### src/rtl/mig_ui_pkg.sv
// Shared definitions for the MIG UI arbiter and the requester address generators.
package mig_ui_pkg;

  localparam logic [2:0] CMD_WRITE = 3'b000;
  localparam logic [2:0] CMD_READ  = 3'b001;

  typedef enum logic [1:0] {
    WAIT_CAL = 2'd0,
    ARB      = 2'd1,
    GRANT    = 2'd2
  } arb_state_t;

  // Width of an index into n items, never narrower than one bit.
  function automatic int idx_w(input int n);
    return (n > 1) ? $clog2(n) : 1;
  endfunction

endpackage

### src/rtl/mig_ui_arbiter_if.sv
// MIG7 UI command/write/read-return bundle. The arbiter is the master, the MIG the slave.
interface mig_ui_arbiter_if #(
  parameter int ADDR_W = 27,
  parameter int DATA_W = 128
);

  logic [ADDR_W-1:0] app_addr;
  logic [2:0]        app_cmd;
  logic              app_en;
  logic              app_rdy;
  logic [DATA_W-1:0] app_wdf_data;
  logic              app_wdf_wren;
  logic              app_wdf_end;
  logic              app_wdf_rdy;
  logic [DATA_W-1:0] app_rd_data;
  logic              app_rd_data_valid;

  modport master (
    output app_addr, app_cmd, app_en, app_wdf_data, app_wdf_wren, app_wdf_end,
    input  app_rdy, app_wdf_rdy, app_rd_data, app_rd_data_valid
  );

  modport slave (
    input  app_addr, app_cmd, app_en, app_wdf_data, app_wdf_wren, app_wdf_end,
    output app_rdy, app_wdf_rdy, app_rd_data, app_rd_data_valid
  );

endinterface

### src/rtl/mig_tag_fifo.sv
// Tag FIFO: remembers which requester issued each outstanding read, in issue order.
// A pop and a push in the same cycle are both honoured even when full.
module mig_tag_fifo #(
  parameter int WIDTH = 2,
  parameter int DEPTH = 32
) (
  input  logic             clk_in,
  input  logic             rst_n_in,
  input  logic             push,
  input  logic [WIDTH-1:0] push_tag,
  input  logic             pop,
  output logic             full,
  output logic             empty,
  output logic [WIDTH-1:0] head
);

  localparam int PTR_W = $clog2(DEPTH);
  localparam int CNT_W = PTR_W + 1;

  logic [WIDTH-1:0] mem [DEPTH];
  logic [PTR_W-1:0] wr_ptr;
  logic [PTR_W-1:0] rd_ptr;
  logic [CNT_W-1:0] count;
  logic             do_pop;
  logic             do_push;

  assign full    = (count == CNT_W'(DEPTH));
  assign empty   = (count == '0);
  assign head    = mem[rd_ptr];
  assign do_pop  = pop & ~empty;
  assign do_push = push & (~full | do_pop);

  // Tag storage.
  // NOTE: the storage array has no reset; occupancy lives in count, so stale entries are never read.
  always_ff @(posedge clk_in) begin
    if (do_push) mem[wr_ptr] <= push_tag;
  end

  // Pointers and occupancy; power-of-two depth lets the pointers wrap naturally.
  always_ff @(posedge clk_in or negedge rst_n_in) begin
    if (!rst_n_in) begin
      wr_ptr <= '0;
      rd_ptr <= '0;
      count  <= '0;
    end else begin
      if (do_push) wr_ptr <= wr_ptr + 1'b1;
      if (do_pop)  rd_ptr <= rd_ptr + 1'b1;
      case ({do_push, do_pop})
        2'b10:   count <= count + 1'b1;
        2'b01:   count <= count - 1'b1;
        default: count <= count;
      endcase
    end
  end

endmodule

### src/rtl/mig_ui_arbiter.sv
// Round-robin, quantum-limited arbiter sharing the MIG UI among streaming requesters,
// with read-return routing through a tag FIFO.
module mig_ui_arbiter
  import mig_ui_pkg::*;
#(
  parameter int                NUM_REQ      = 3,
  parameter logic [NUM_REQ-1:0] REQ_IS_WRITE = 3'b001,
  parameter int                ADDR_W       = 27,
  parameter int                DATA_W       = 128,
  parameter int                QUANTUM      = 8,
  parameter int                TAG_DEPTH    = 32
) (
  input  logic                            clk_in,
  input  logic                            rst_n_in,
  input  logic                            init_calib_complete,
  input  logic [NUM_REQ-1:0]              req_valid,
  input  logic [NUM_REQ-1:0][ADDR_W-1:0]  req_addr,
  input  logic [NUM_REQ-1:0][DATA_W-1:0]  req_wdata,
  output logic [NUM_REQ-1:0]              req_ready,
  output logic [DATA_W-1:0]               rd_data_out,
  output logic [NUM_REQ-1:0]              rd_valid_out,
  output logic [NUM_REQ-1:0]              grant_out,
  output logic                            tag_err_out,
  mig_ui_arbiter_if.master                mig
);

  localparam int TAG_W = idx_w(NUM_REQ);
  localparam int CNT_W = $clog2(QUANTUM + 1);

  arb_state_t         state;
  logic [TAG_W-1:0]   gidx;
  logic [TAG_W-1:0]   rr_ptr;
  logic [NUM_REQ-1:0] grant;
  logic [CNT_W-1:0]   cnt;

  logic               tag_full;
  logic               tag_empty;
  logic [TAG_W-1:0]   tag_head;

  logic [NUM_REQ-1:0] elig;
  logic [TAG_W:0]     pick;
  logic               in_grant;
  logic               g_valid;
  logic               g_write;
  logic               accept;
  logic               grant_exit;

  // First eligible requester at or after ptr, wrapping; returns {found, index}.
  function automatic logic [TAG_W:0] rr_pick(input logic [NUM_REQ-1:0] elig_in,
                                             input logic [TAG_W-1:0]   ptr);
    logic [TAG_W:0] res;
    int             k;
    res = '0;
    // Walk from farthest to nearest so the nearest eligible index wins.
    for (int i = NUM_REQ - 1; i >= 0; i--) begin
      k = (int'(ptr) + i) % NUM_REQ;
      if (elig_in[k]) res = {1'b1, k[TAG_W-1:0]};
    end
    return res;
  endfunction

  // Eligibility, the search result and the accept/exit conditions of the current grant.
  always_comb begin
    // NOTE: every signal gets a default first so no path leaves it unassigned (no latch).
    elig       = req_valid & (REQ_IS_WRITE | {NUM_REQ{~tag_full}});
    pick       = rr_pick(elig, rr_ptr);
    in_grant   = (state == GRANT);
    g_valid    = req_valid[gidx];
    g_write    = REQ_IS_WRITE[gidx];
    accept     = 1'b0;
    grant_exit = 1'b0;
    if (in_grant) begin
      accept     = g_valid & mig.app_rdy & (g_write ? mig.app_wdf_rdy : ~tag_full);
      grant_exit = (accept & (cnt == CNT_W'(QUANTUM - 1))) | ~g_valid | (~g_write & tag_full);
    end
  end

  // Command side is combinational from the registered grant: zero-cycle acceptance.
  assign mig.app_en       = accept;
  assign mig.app_cmd      = (in_grant & ~g_write) ? CMD_READ : CMD_WRITE;
  assign mig.app_addr     = in_grant ? req_addr[gidx] : '0;
  assign mig.app_wdf_data = (in_grant & g_write) ? req_wdata[gidx] : '0;
  assign mig.app_wdf_wren = accept & g_write;
  assign mig.app_wdf_end  = accept & g_write;
  assign req_ready        = accept ? grant : '0;
  assign grant_out        = grant;

  // Arbitration FSM: calibration hold-off, round-robin pick, quantum-limited grant.
  always_ff @(posedge clk_in or negedge rst_n_in) begin
    if (!rst_n_in) begin
      state  <= WAIT_CAL;
      rr_ptr <= '0;
      gidx   <= '0;
      grant  <= '0;
      cnt    <= '0;
    end else begin
      // NOTE: non-blocking assignments so every branch sees this cycle's register values.
      case (state)
        WAIT_CAL: begin
          if (init_calib_complete) state <= ARB;
        end
        ARB: begin
          if (pick[TAG_W]) begin
            state <= GRANT;
            gidx  <= pick[TAG_W-1:0];
            grant <= NUM_REQ'(1) << pick[TAG_W-1:0];
            cnt   <= '0;
          end
        end
        GRANT: begin
          if (accept) cnt <= cnt + 1'b1;
          if (grant_exit) begin
            state  <= ARB;
            grant  <= '0;
            rr_ptr <= (gidx == TAG_W'(NUM_REQ - 1)) ? '0 : gidx + 1'b1;
          end
        end
        default: state <= WAIT_CAL;
      endcase
    end
  end

  mig_tag_fifo #(
    .WIDTH (TAG_W),
    .DEPTH (TAG_DEPTH)
  ) u_tag_fifo (
    .clk_in   (clk_in),
    .rst_n_in (rst_n_in),
    .push     (accept & ~g_write),
    .push_tag (gidx),
    .pop      (mig.app_rd_data_valid),
    .full     (tag_full),
    .empty    (tag_empty),
    .head     (tag_head)
  );

  // Read return: register each beat and steer it to the requester at the tag head.
  always_ff @(posedge clk_in or negedge rst_n_in) begin
    if (!rst_n_in) begin
      rd_data_out  <= '0;
      rd_valid_out <= '0;
      tag_err_out  <= 1'b0;
    end else begin
      rd_valid_out <= '0;
      if (mig.app_rd_data_valid) begin
        rd_data_out <= mig.app_rd_data;
        if (tag_empty) tag_err_out  <= 1'b1;
        else           rd_valid_out <= NUM_REQ'(1) << tag_head;
      end
    end
  end

endmodule

### src/flat_wrapper.sv
// flat-port wrapper written by rule: the top's interface ports become plain ports
module mig_ui_arbiter_flat import mig_ui_pkg::*;
#(
  parameter int                NUM_REQ      = 3,
  parameter logic [NUM_REQ-1:0] REQ_IS_WRITE = 3'b001,
  parameter int                ADDR_W       = 27,
  parameter int                DATA_W       = 128,
  parameter int                QUANTUM      = 8,
  parameter int                TAG_DEPTH    = 32
)
  (clk_in, rst_n_in, init_calib_complete, req_valid, req_addr, req_wdata, req_ready, rd_data_out, rd_valid_out, grant_out, tag_err_out, mig_app_addr, mig_app_cmd, mig_app_en, mig_app_wdf_data, mig_app_wdf_wren, mig_app_wdf_end, mig_app_rdy, mig_app_wdf_rdy, mig_app_rd_data, mig_app_rd_data_valid);
  mig_ui_arbiter_if #(.ADDR_W(ADDR_W), .DATA_W(DATA_W)) mig_i ();
  input  logic clk_in;
  input  logic rst_n_in;
  input  logic init_calib_complete;
  input  logic [NUM_REQ-1:0] req_valid;
  input  logic [NUM_REQ-1:0][ADDR_W-1:0] req_addr;
  input  logic [NUM_REQ-1:0][DATA_W-1:0] req_wdata;
  output logic [NUM_REQ-1:0] req_ready;
  output logic [DATA_W-1:0] rd_data_out;
  output logic [NUM_REQ-1:0] rd_valid_out;
  output logic [NUM_REQ-1:0] grant_out;
  output logic tag_err_out;
  output wire logic [$bits(mig_i.app_addr)-1:0] mig_app_addr;
  output wire logic [$bits(mig_i.app_cmd)-1:0] mig_app_cmd;
  output wire logic [$bits(mig_i.app_en)-1:0] mig_app_en;
  output wire logic [$bits(mig_i.app_wdf_data)-1:0] mig_app_wdf_data;
  output wire logic [$bits(mig_i.app_wdf_wren)-1:0] mig_app_wdf_wren;
  output wire logic [$bits(mig_i.app_wdf_end)-1:0] mig_app_wdf_end;
  input wire logic [$bits(mig_i.app_rdy)-1:0] mig_app_rdy;
  input wire logic [$bits(mig_i.app_wdf_rdy)-1:0] mig_app_wdf_rdy;
  input wire logic [$bits(mig_i.app_rd_data)-1:0] mig_app_rd_data;
  input wire logic [$bits(mig_i.app_rd_data_valid)-1:0] mig_app_rd_data_valid;
  assign mig_app_addr = mig_i.app_addr;
  assign mig_app_cmd = mig_i.app_cmd;
  assign mig_app_en = mig_i.app_en;
  assign mig_app_wdf_data = mig_i.app_wdf_data;
  assign mig_app_wdf_wren = mig_i.app_wdf_wren;
  assign mig_app_wdf_end = mig_i.app_wdf_end;
  assign mig_i.app_rdy = mig_app_rdy;
  assign mig_i.app_wdf_rdy = mig_app_wdf_rdy;
  assign mig_i.app_rd_data = mig_app_rd_data;
  assign mig_i.app_rd_data_valid = mig_app_rd_data_valid;
  mig_ui_arbiter #(.NUM_REQ(NUM_REQ), .REQ_IS_WRITE(REQ_IS_WRITE), .ADDR_W(ADDR_W), .DATA_W(DATA_W), .QUANTUM(QUANTUM), .TAG_DEPTH(TAG_DEPTH)) u_core (.clk_in(clk_in), .rst_n_in(rst_n_in), .init_calib_complete(init_calib_complete), .req_valid(req_valid), .req_addr(req_addr), .req_wdata(req_wdata), .req_ready(req_ready), .rd_data_out(rd_data_out), .rd_valid_out(rd_valid_out), .grant_out(grant_out), .tag_err_out(tag_err_out), .mig(mig_i));
endmodule
### config.mk
export PLATFORM = sky130hd
export DESIGN_NAME = mig_ui_arbiter_flat
export DESIGN_NICKNAME = d
export VERILOG_FILES = /design/src/rtl/mig_ui_pkg.sv /design/src/rtl/mig_ui_arbiter_if.sv /design/src/rtl/mig_tag_fifo.sv /design/src/rtl/mig_ui_arbiter.sv /design/src/flat_wrapper.sv
export SDC_FILE = /design/constraint.sdc
export NUM_CORES = 1
export LEC_CHECK = 0
export CAP_MARGIN = 20
export CORE_AREA = 10 10 338 340
export CTS_CLUSTER_SIZE = 40
export DETAILED_ROUTE_END_ITERATION = 7
export DIE_AREA = 0 0 348 350
export HOLD_SLACK_MARGIN = 0.03
export PLACE_DENSITY_LB_ADDON = 0.05
export SYNTH_ARGS = -nofsm -noshare
export SYNTH_HDL_FRONTEND = slang
export SYNTH_SLANG_ARGS = --single-unit
### constraint.sdc
create_clock -name clk_in -period 7.57 [get_ports clk_in]
set_input_delay 1.514 -clock clk_in [delete_from_list [all_inputs] [get_ports clk_in]]
set_output_delay 1.514 -clock clk_in [all_outputs]
set_load 0.1 [all_outputs]
==> results of run 1 <==
==> kinds of logic after synthesis <==
group / share of synthesized area, %
flops: 53.7
compound gates: 4.36
simple gates: 15.8
buf+inv: 3.55
other cells: 0.0338
xor+xnor: 1.19
mux: 19.6
fa+ha+maj: 1.78
==> power by group through the flow <==
stage / registers (mW) / logic [mW] / clock network [mW]
after global routing: 1.60 / 4.21 / 1.77
after CTS: 1.58 / 4.07 / 1.74
after floorplan: 2.13 / 2.31 / 0
after global placement: 1.60 / 4.07 / 0
after detailed placement: 1.60 / 4.06 / 0
final: 1.57 / 3.99 / 1.64
==> cells in the mapped netlist, types with 2 or more instances <==
master       n
a211oi_1     5
a21oi_1      9
a31oi_1      2
and2_1      30
and3_1     134
and4_1       2
buf_1        5
buf_2       11
buf_4        5
clkbuf_1    57
dfrtp_1    161
edfxtp_1    64
ha_1        15
inv_1       15
mux2_2     129
mux2i_1     35
mux4_2      16
nand2_1     52
nand2b_1     3
nand3_1     11
nand3b_1     3
nand4_1      5
nor2_1      42
nor2b_1      8
nor3_1       3
o2111ai_1    2
o21ai_0     37
o22ai_1      4
o32ai_1      3
o41ai_1      2
or3_1        5
or3b_2       2
or4b_1       2
xnor2_1      9
xor2_1       6
==> worst max path at each step <==
stage	startpoint	end	slack, ns	cells past startpoint
2_1_floorplan	req_valid[1]	mig_app_wdf_wren	2.70	6
3_3_place_gp	req_valid[1]	mig_app_wdf_wren	2.16	6
4_1_cts	req_valid[1]	mig_app_wdf_wren	2.15	6
5_1_grt	req_valid[1]	mig_app_wdf_end	2.11	6
6_report	req_valid[1]	mig_app_wdf_wren	2.33	6
3_5_place_dp	req_valid[1]	mig_app_wdf_wren	2.16	6
==> cell type report <==
type	instances	area, um2
antenna	2	5.00
clock buffer	51	996
clock inverter	10	129
fill	11900	87600
inverter	15	56.3
multi-input combinational	603	4770
sequential	225	5960
tap	1414	1770
timing repair buffer	655	6570
==> worst register-to-register path: stages (launching register included) <==
cell     delay [ns]
dfrtp_1        0.41
inv_1          0.13
ha_4           0.63
buf_12         0.44
and2_1         0.26
and4_1         0.55
inv_1          0.14
ha_1           0.33
o21ai_0        0.31
o21ai_0        0.17
mux2i_1        0.16
o41ai_1        0.35
xor2_1         0.18
==> state kept, by name (all words and copies together), names as in the netlist <==
name / count
u_core.rr_ptr: 2
u_core.gidx: 2
u_core.state: 2
u_core.grant_out: 3
u_core.u_tag_fifo.wr_ptr: 5
u_core.u_tag_fifo.mem: 64
u_core.rd_data_out: 128
u_core.u_tag_fifo.rd_ptr: 5
u_core.u_tag_fifo.count: 6
u_core.cnt: 4
u_core.rd_valid_out: 3
u_core.tag_err_out: 1
==> stage by stage <==
stage                     hold slack [ns]  area, um2  cells  util [%]  total power, mW
after global placement              0.472      19100   2909      17.7             5.67
after CTS                           0.484      20200   2973      18.8             7.38
final                               0.477      20200   2975      18.8             7.20
after floorplan                     0.448      11100    922         -             4.44
after global routing                0.512      20200   2973      18.8             7.58
after detailed placement            0.470      19100   2912      17.7             5.66
==> metal layers <==
layer  up-vias  routed length [um]  GRT usage, %  share of wire (%)
met2       381               35900          19.9                 58
li1       4546                   -             -                  -
met4         0                 983          1.87                1.6
met3        59                5250          3.92                8.4
met1      4782               19900          8.78                 32
met5         -                   0             0                  0
==> flow_summary.yaml, run 1 <==
outcome:
  status: "completed"
clock_tree:
  cts.path.max_buffers: 3
  clkLatencyLatePin_ns: 0.54
  holdBufCountCts: 0
  clock_buffers_created_by_tritoncts: 34
  path_clk_slew_ns: 0.06
  post_cts_resized: 0
  clock_tree.htree_level_count: 2
  clockRootBuffer: "clkbuf_16"
  post-cts-setup-buffer-count: 0
  tritoncts: "done"
  cts.sinks: 225
setup_path:
  critical_path_buffers_and_inverters: 2
  r2r_end: "u_core.u_tag_fifo.count[5]"
  cp_slowest_stage_delay_ns: 0.61
  worst_path_dominant_cell_family: "buffers and inverters"
  highest_net_fanout_along_the_worst_path: 8
  timing.critical_path.cells: "clkdlybuf4s50_1, mux2i_1, o2bb2ai_2, and4_1, and3_1, buf_4"
  cp_slowest_cell: "and4_1"
  endpoint_kind: "output port"
  worst-endpoint-required_ns: 6.06
  criticalPathCategory: "in2out"
  critical_path_startpoint_category: "input pin"
  critical_path_arrival_ns: 3.72
  rr_worst_depth: 12
  timing.reg2reg.setup_slack_ns: 3.45
  worst_r2r_startpoint: "u_core.state[0]"
pwr:
  power.clock.fraction_pct: 22.8
  comb_power_share_pct: 55.3
  pwr-share-seq_pct: 21.9
  p_leak_nw: 7.77
  power.density_cell_area_nw_per_um2: 356
  intPower_mw: 3.51
  peakVddDrop_mv: 0.169
  power_switching_mw: 3.70
  switching_share_pct: 51.3
finish:
  area_growth_pct: 82.7
  leading_cell_type_in_the_layout_fill_and_taps_excluded: "clkdlybuf4s50_1"
  drive_gt1_share_pct: 14.8
  mostFrequentLayoutCells: "632 x clkdlybuf4s50_1, 159 x dfrtp_1, 134 x and3_1"
  fin_nets: 2151
sta:
  setup_tns_ns: 0
  fin_ws_ns: 2.33
  worstMarginPinSlew_ns: 1.16
  slew-limit-headroom_pct: 22.2
  timing.final.crit_share_pct: 69.2
  period_minus_slack_ns: 5.24
  max_clock_freq_mhz: 191
  number_of_setup_violations_in_the_final_report: 0
  fin_skew_ns: 0.0168
  final-hold-violation-count: 0
  timing.final.max_slew_violations: 0
  rsz0062_at_grt: "false"
floorplanning:
  fp.coreArea_um2: 108000
  fp.dieH_um: 350
  pin_count: 901
  num_rows: 121
  initial_core_util_pct: 10.3
  floorplan.die_area_um2: 122000
  die_width_um: 348
placement:
  portBuffers: 642
  globalplace.congestion: 0.802
  detailedPlacementHpwl_um: 48300
  detailedPlace.worstSlack_ns: 2.16
detailed_routing:
  wirelength_um: 62100
  via_count: 9768
  routed_via_density: 3.28
  post-route-drc-count: 0
  drt_iter0_markers: 382
  first_pass_iters: 5
  ant_nets: 0
  route.detailed.wl_per_inst_um: 20.9
synth:
  yosys.area.top_type_share_pct: 36.4
  synth_seq_area_share_pct: 53.7
  post_synth_num_cell_types: 62
  yosys_warnings: 0
  yosys-top-cells-area: "dfrtp_1 36%, edfxtp_1 17%, mux2_2 13%, and3_1 7.6%, mux4_2 3.3%"
  post_synth_edffs: 64
  syn_area_per_cell_um2: 12.0
  ys.flop_type: "dfrtp_1"
  synthesis.area_um2: 11100
  synth_seq_cells: 225
  postSynthCellCount: 921
  synthArstFlopShare_pct: 71.6
  synth_top_cell_by_area: "dfrtp_1"
global_routing:
  grt_max_degree: 130
  grt_pass1_vias: 10800
  global_route_wire_length_before_repair_um: 85200
  overflow: 0
  globalRouteTotalUtil_pct: 9.72
  grt_antenna_before_repair: 7
run:
  timing.max_cap.violations: 0
worst_hold_path:
  worst_hold_path_endpoint: "u_core.tag_err_out"
  worst_hold_path.num_cells: 1
  worst_hold_path_type: "reg2reg"
  hp-start: "u_core.tag_err_out"
Note: power is estimated with default switching activity, not from simulation.
==> run 2: changes to the inputs <==
--- a/config.mk
+++ b/config.mk
@@ -6,10 +6,10 @@
 export NUM_CORES = 1
 export LEC_CHECK = 0
 export CAP_MARGIN = 20
-export CORE_AREA = 10 10 338 340
+export CORE_AREA = 10 10 342 344
 export CTS_CLUSTER_SIZE = 40
 export DETAILED_ROUTE_END_ITERATION = 7
-export DIE_AREA = 0 0 348 350
+export DIE_AREA = 0 0 352 354
 export HOLD_SLACK_MARGIN = 0.03
 export PLACE_DENSITY_LB_ADDON = 0.05
 export SYNTH_ARGS = -nofsm -noshare
==> constraint.sdc (replaced) <==
create_clock -name clk_in -period 5.15 [get_ports clk_in]
set_input_delay 1.03 -clock clk_in [delete_from_list [all_inputs] [get_ports clk_in]]
set_output_delay 1.03 -clock clk_in [all_outputs]
set_load 0.1 [all_outputs]
==> run 2 against run 1 <==
  * Cell area down 0.71%
  * Largest cell class unchanged
  * Via count rose by 2.6%
  * Critical path type unchanged
  * Clock-buffer cell count shrank 5
  * Flip-flop and latch count unchanged
  * Core utilization shrank 0.52 points
  * Die area rose by 2.3%
  * Sequential share of layout area is 0.20 points higher
  * Total power rose by 48%
==> flow_summary.yaml, run 2 (synthesis results as in run 1) <==
finish:
  drive_gt1_share_pct: 24.7
  leading_cell_type_in_the_layout_fill_and_taps_excluded: "clkdlybuf4s50_1"
  largest-register: "u_core.rd_data_out"
  mostFrequentLayoutCells: "479 x clkdlybuf4s50_1, 164 x buf_4, 159 x dfrtp_1"
  fin_area_um2: 20100
  area_growth_pct: 81.4
  largest_registers: "u_core.rd_data_out (128), u_core.u_tag_fifo.mem (64), u_core.u_tag_fifo.count (6)"
  fin_nets: 2152
  final_core_util_pct: 18.3
  largest_register_ffs: 128
detailed_routing:
  post-route-drc-count: 0
  wirelength_um: 71000
  first_pass_iters: 4
  via_count: 10000
  ant_nets: 0
  routed_via_density: 3.27
  drt_iter0_markers: 411
  route.detailed.wl_per_inst_um: 23.2
placement:
  detailedPlacementHpwl_um: 56800
  portBuffers: 642
  detailedPlace.worstSlack_ns: 0.826
  dpl-instance-area_um2: 18900
  globalplace.congestion: 0.892
sta:
  fin_ws_ns: 0.922
  final-hold-violation-count: 0
  period_minus_slack_ns: 4.23
  timing.final.max_slew_violations: 0
  setup_tns_ns: 0
  max_clock_freq_mhz: 237
  fin_skew_ns: 0.0336
  worstMarginPinSlew_ns: 1.14
  slew-limit-headroom_pct: 23.8
  number_of_setup_violations_in_the_final_report: 0
  rsz0062_at_grt: "false"
  timing.final.crit_share_pct: 82.1
setup_path:
  worst-endpoint-required_ns: 4.12
  timing.critical_path.cells: "clkdlybuf4s50_1, mux2i_1, o2bb2ai_2, and4_1, and3_1, buf_12"
  cp_slowest_stage_delay_ns: 0.61
  endpoint_kind: "output port"
  criticalPathCategory: "in2out"
  critical_path_startpoint_category: "input pin"
  critical_path_arrival_ns: 3.20
  cp_slowest_cell: "clkdlybuf4s50_1"
  highest_net_fanout_along_the_worst_path: 8
floorplanning:
  fp.dieH_um: 354
  initial_core_util_pct: 10.1
  num_rows: 122
  pin_count: 901
  fp.coreArea_um2: 110000
  die_width_um: 352
  floorplan.die_area_um2: 125000
clock_tree:
  post-cts-setup-buffer-count: 0
  clock_buffers_created_by_tritoncts: 36
  path_clk_slew_ns: 0.05
  post_cts_resized: 0
  clkLatencyLatePin_ns: 0.57
  clockRootBuffer: "clkbuf_16"
  cts.path.max_buffers: 3
  holdBufCountCts: 0
  clock_tree.htree_level_count: 2
  tritoncts: "done"
  cts.sinks: 225
outcome:
  status: "completed"
global_routing:
  grt_max_degree: 130
  overflow: 0
  grt_pass1_vias: 11100
  global_route_wire_length_before_repair_um: 95200
  grt_antenna_before_repair: 34
  globalRouteTotalUtil_pct: 10.9
worst_hold_path:
  worst_hold_path_type: "reg2reg"
pwr:
  intPower_mw: 5.14
  comb_power_share_pct: 54.4
  peakVddDrop_mv: 0.285
  pwr-share-seq_pct: 21.7
  p_leak_nw: 8.11
  power.density_cell_area_nw_per_um2: 532
  switching_share_pct: 51.9
  power.clock.fraction_pct: 23.8
  power_switching_mw: 5.55
run:
  timing.max_cap.violations: 0
## run 2: cell types whose count changed in the layout (fill, tap and decap cells not counted), moves of 2 or more
cell / previous run / this run
buf_12: 5 / 8
buf_4: 17 / 164
bufinv_16: 3 / 5
clkbuf_8: 6 / 2
clkdlybuf4s50_1: 632 / 479
clkinv_1: 2 / 0
diode_2: 2 / 16
inv_6: 1 / 3
## run 2: final timing paths
check	startpoint	endpoint	slack, ns	cells after the start
max in group asynchronous	rst_n_in	u_core.gidx[1]	3.48	2
setup / recovery	req_valid[1]	mig_app_wdf_end	0.92	6
setup reg to reg	u_core.state[0]	u_core.u_tag_fifo.count[5]	1.77	11
min in group asynchronous	rst_n_in	u_core.rd_data_out[119]	0.49	1
hold / removal	u_core.tag_err_out	u_core.tag_err_out	0.48	1
hold reg to reg	u_core.tag_err_out	u_core.tag_err_out	0.48	1
## run 2: power by group through the flow
stage | sequential [mW] | combinational, mW | clock (mW)
after floorplan | 3.12 | 3.40 | 0
after global placement | 2.36 | 5.95 | 0
after detailed placement | 2.36 | 5.94 | 0
after CTS | 2.33 | 5.95 | 2.70
after global routing | 2.37 | 6.12 | 2.75
final | 2.32 | 5.82 | 2.54
## run 2: final cells by class
type | count | area [um2]
Tap cell | 1488 | 1860
Timing Repair Buffer | 654 | 6240
Sequential cell | 225 | 5950
Clock inverter | 14 | 239
Multi-Input combinational cell | 603 | 4760
Fill cell | 12100 | 90000
Inverter | 15 | 56.3
Antenna cell | 16 | 40.0
Clock buffer | 46 | 948
## run 2: metal layers
metal | global-route usage (%) | part of all wire, % | vias up | wire (um)
met4 | 4.02 | 3.8 | 12 | 2720
met5 | 0 | 0.11 | - | 76
met2 | 23.8 | 61 | 440 | 43400
met1 | 8.18 | 27 | 4897 | 19400
met3 | 3.91 | 7.5 | 117 | 5340
li1 | - | - | 4558 | -
## run 2: through the flow
step	hold slack, ns	instances	total power, mW
after detailed placement	0.467	2985	8.30
final	0.478	3061	10.7
after global placement	0.474	2984	8.31
after CTS	0.482	3045	11.0
after global routing	0.513	3053	11.2
after floorplan	0.448	922	6.52
## run 2: worst max-delay path: cells and delay by family
kind,cells,cell delay [ns]
AOI/OAI and AO/OA,1,0.32
buffers and inverters,2,0.83
muxes,1,0.13
and+or+nand+nor,2,0.88
